--- src/rtl/wish_unpack.sv ---
// Wishbone-style width down-converter: one NUM_PACK*DATA_WIDTH word in, NUM_PACK beats out.
// Optional macro WISH_UNPACK_STALL_EN drives s_stall_o for pipelined Wishbone sources.
module wish_unpack #(
   parameter int DATA_WIDTH    = 8,
   parameter int NUM_PACK      = 4,
   parameter int LITTLE_ENDIAN = 1
) (
   input  logic                           clk_i,
   input  logic                           rst_i,
   input  logic                           s_stb_i,
   input  logic                           s_cyc_i,
   output logic                           s_ack_o,
   output logic                           s_stall_o,
   input  logic [DATA_WIDTH*NUM_PACK-1:0] s_dat_i,
   input  logic [1:0]                     s_tgc_i,
   output logic                           d_stb_o,
   output logic                           d_cyc_o,
   input  logic                           d_ack_i,
   output logic [DATA_WIDTH-1:0]          d_dat_o,
   output logic [1:0]                     d_tgc_o
);
   localparam int WORD_W = DATA_WIDTH * NUM_PACK;
   localparam int IDX_W  = $clog2(NUM_PACK);
   localparam logic [IDX_W-1:0] LAST_IDX = IDX_W'(NUM_PACK - 1);

   logic [WORD_W-1:0]     dat_q;
   logic [1:0]            tgc_q;
   logic                  full_q;
   logic [IDX_W-1:0]      idx_q;
   logic                  beat_go;
   logic                  last_go;
   logic                  at_last;
   logic [DATA_WIDTH-1:0] beats [NUM_PACK];

   // Beat k in output order; endianness only changes which slice feeds it.
   for (genvar k = 0; k < NUM_PACK; k++) begin : g_beat
      if (LITTLE_ENDIAN != 0) begin : g_le
         assign beats[k] = dat_q[k*DATA_WIDTH +: DATA_WIDTH];
      end else begin : g_be
         assign beats[k] = dat_q[(NUM_PACK-1-k)*DATA_WIDTH +: DATA_WIDTH];
      end
   end

   assign at_last = (idx_q == LAST_IDX);
   assign beat_go = full_q && d_ack_i;
   assign last_go = beat_go && at_last;

   // Accepting while the final beat drains keeps back-to-back words bubble-free.
   assign s_ack_o = s_stb_i && s_cyc_i && !rst_i && (!full_q || last_go);

`ifdef WISH_UNPACK_STALL_EN
   assign s_stall_o = full_q && !last_go;
`else
   assign s_stall_o = 1'b0;
`endif

   assign d_stb_o = full_q;
   assign d_cyc_o = full_q;
   assign d_dat_o = beats[idx_q];
   assign d_tgc_o = {at_last & tgc_q[1], (idx_q == '0) & tgc_q[0]};

   always_ff @(posedge clk_i or posedge rst_i) begin
      if (rst_i) begin
         dat_q  <= '0;
         tgc_q  <= '0;
         full_q <= 1'b0;
         idx_q  <= '0;
      end else if (s_ack_o) begin
         dat_q  <= s_dat_i;
         tgc_q  <= s_tgc_i;
         full_q <= 1'b1;
         idx_q  <= '0;
      end else if (beat_go) begin
         if (at_last) begin
            idx_q  <= '0;
            full_q <= 1'b0;
         end else begin
            idx_q  <= idx_q + 1'b1;
         end
      end
   end
endmodule

--- config.mk ---
export PLATFORM = sky130hd
export DESIGN_NAME = wish_unpack
export DESIGN_NICKNAME = d
export VERILOG_FILES = /design/src/rtl/wish_unpack.sv
export SDC_FILE = /design/constraint.sdc
export NUM_CORES = 1
export LEC_CHECK = 0
export BUFFER_PORTS_ARGS = -buffer_cell sky130_fd_sc_hd__buf_2
export CAP_MARGIN = 20
export CELL_PAD_IN_SITES_DETAIL_PLACEMENT = 1
export CELL_PAD_IN_SITES_GLOBAL_PLACEMENT = 2
export CORE_MARGIN = 4
export CORE_UTILIZATION = 30
export CTS_BUF_LIST = sky130_fd_sc_hd__clkbuf_8 sky130_fd_sc_hd__clkbuf_16
export CTS_CLUSTER_DIAMETER = 200
export DETAILED_ROUTE_END_ITERATION = 8
export PLACE_DENSITY = 0.72
export SLEW_MARGIN = 10
export SYNTH_ARGS = -nofsm -noshare
export SYNTH_HDL_FRONTEND = slang
export SYNTH_SLANG_ARGS = --single-unit
--- constraint.sdc ---
create_clock -name clk_i -period 1.6 [get_ports clk_i]
set_input_delay 0.24 -clock clk_i [delete_from_list [all_inputs] [get_ports clk_i]]
set_output_delay 0.24 -clock clk_i [all_outputs]
set_load 0.1 [all_outputs]
==> results_dict.tcl <==
set metrics [dict create \
    status "finished, violations left" \
    violations "negative setup slack" \
    yosysTopAreaCellShare_pct 55.1 \
    postSynthCellCount 106 \
    cts-root-buf "clkbuf_8" \
    dr_wl_met3_um 198 \
    grt_start_max_net_pins 38 \
    vias 1088 \
    wl_mm 3.98 \
    clkTransAtPathRegs_ns 0.07 \
    cap_viol_max_count 0 \
    hpwlAfterDp_mm 2.67 \
    r2r_slack_ns -0.07 \
    critPathKind "reg -> out" \
    crit_slowest_cell "mux4_2" \
    synthSimpleGateAreaFrac_pct 3.79 \
    place_congestion 0.711 \
    synthAdderAreaFrac_pct 1.49 \
    crit_fanout 6 \
    port_buffers 51 \
    drive_above_1_share_pct 68.0 \
    synth_xor_xnor_area_share_pct 0 \
    grt_pass1_wl_mm 6.42 \
    synth_top_family_by_area "multiplexers" \
    grt_pass1_vias 1272 \
    ys_seq_area_share_pct 55.1 \
    start_kind "register" \
    drt-pass1-iter-count 4 \
    cts_tree "yes" \
    setup_viol 39 \
    grt.total_usage_pct 11.6 \
    cts_htree_levels 2 \
    yosys_warnings 0 \
    hold_viol_final 0 \
    clock.fmax_mhz 555 \
    syn_area_per_cell_um2 15.9 \
    final_common_cell "buf_2" \
    post-place-cells 227 \
    initialDrtViolationCount 14 \
    hold_ws_ns 0.0633 \
    place_area_um2 2160 \
    dieHeight_um 82.9 \
    numCtsBuffers 5 \
    clk_latency_ns 0.28 \
    layout_min_cycle_time_ns 1.80 \
    crit_chain "buf_6, mux4_2, buf_6" \
    coreArea_um2 5270 \
    synth.area.mux_share_pct 34.1 \
    layout_common_cells "buf_2 (41), dfrtp_1 (36), mux2_4 (20)" \
    skew_ns 0.00843 \
    yosys-top-cells-area "dfrtp_1 (55%), mux2_1 (18%), mux4_2 (11%), mux2_2 (4.7%), buf_6 (2.0%)" \
    cts.path.max_buffers 2 \
    critPathArrivalTime_ns 1.56 \
    cts.sinks 37 \
    synth_cell_types 19 \
    hold_buffers 0 \
    syn_nets 147 \
    wl_per_cell_um 16.2 \
    final_cells 245 \
    min_period_over_period_pct 113 \
    diodes 0 \
    hold_class "in -> async" \
    antenna_found_initial 0 \
    synth_compound_area_share_pct 1.26 \
    setup.worst_path.end_class "primary output" \
    syn2layout_area_growth_pct 47.0 \
    required_ns 1.36 \
    wl_met1_mm 1.72 \
    design.portCount 53 \
    slew_viol_final 0 \
    setup_slack_ns -0.201 \
    rsz0062_at_grt "yes" \
    vias_per_cell 4.44 \
    crit_top_cell "buf_6" \
    ys_ff_latch 37 \
    antenna_left 0 \
    overflow 0 \
    drc 0 \
    dieArea_um2 6870 \
    synth_area_um2 1680 \
    met2_length_mm 2.01 \
    die-width_um 82.9 \
    start_util_pct 31.9 \
    stdcell_area_um2 2470 \
    synth_top_cell_by_area "dfrtp_1" \
    routed.top_layer "met4" \
    final_nets 215 \
    rows 26 \
    slowest_delay_ns 0.52 \
]
==> cells in the mapped netlist (all sizes together) <==
cell type / count
dfrtp: 37
mux2: 34
mux4: 8
buf: 6
nand2: 5
inv: 3
a21oi: 2
and2: 2
ha: 2
nor2: 2
clkbuf: 1
conb: 1
mux2i: 1
nand3: 1
nand3b: 1
==> critical path, delay by kind of cell (launching register included) <==
kind	cells	cell delay [ns]
multiplexers	1	0.52
flip-flops	1	0.39
buffers and inverters	2	0.36
==> per-stage QoR <==
step                setup TNS, ns  utilization (%)  setup WS (ns)
floorplan                   -1.10                -        -0.0822
global placement                0             40.9        0.00997
detailed placement              0             40.9        0.00890
CTS                         -4.37             45.2         -0.220
global route                -6.14             46.9         -0.286
finish                      -2.97             46.9         -0.201
==> cell type report <==
class | instances | area (um^2)
clock buffers | 5 | 68.8
flip-flops and latches | 37 | 930
fillers | 550 | 2800
clock inverters | 3 | 13.8
multi-input cells | 59 | 785
well taps | 70 | 87.6
inverters | 3 | 11.3
repair buffers | 68 | 577
==> logic make-up after synthesis <==
family                     Yosys count
muxes                               43
DFF                                 37
and+or+nand+nor                     11
buffers and inverters               10
AOI/OAI and AO/OA                    2
adders and majority gates            2
other                                1
==> metal layers <==
layer | track usage [%] | vias to the layer above
met3 | 3.37 | 5
met2 | 19.8 | 38
met1 | 14.4 | 534
met4 | 2.82 | 0
met5 | 0 | -
li1 | - | 511
==> worst paths after layout <==
kind | startpoint | cells after the start | endpoint
max in group asynchronous | rst_i | 3 | d_cyc_o
min in group clk_i | s_dat_i[24] | 2 | dat_q[24]
max reg2reg | idx_q[0] | 7 | dat_q[18]
min | rst_i | 3 | tgc_q[1]
min reg2reg | dat_q[22] | 1 | dat_q[22]
max | idx_q[0] | 3 | d_dat_o[7]
==> state kept, by name, summed over array words and instances (netlist names) <==
signal and flops:
dat_q 32, idx_q 2, tgc_q 2, d_cyc_o 1
==> repair_timing <==
item | in CTS | in global routing
gates resized for setup | 32 | 3
buffers inserted | 4 | 2
setup endpoints to repair | 11 | 45
endpoints found under the hold margin | 0 | 0
cloned | 0 | 4
pin swaps | 4 | 1
Power is not shown: default switching activity piles up to over one toggle a cycle in this logic, so the estimate is an artifact.
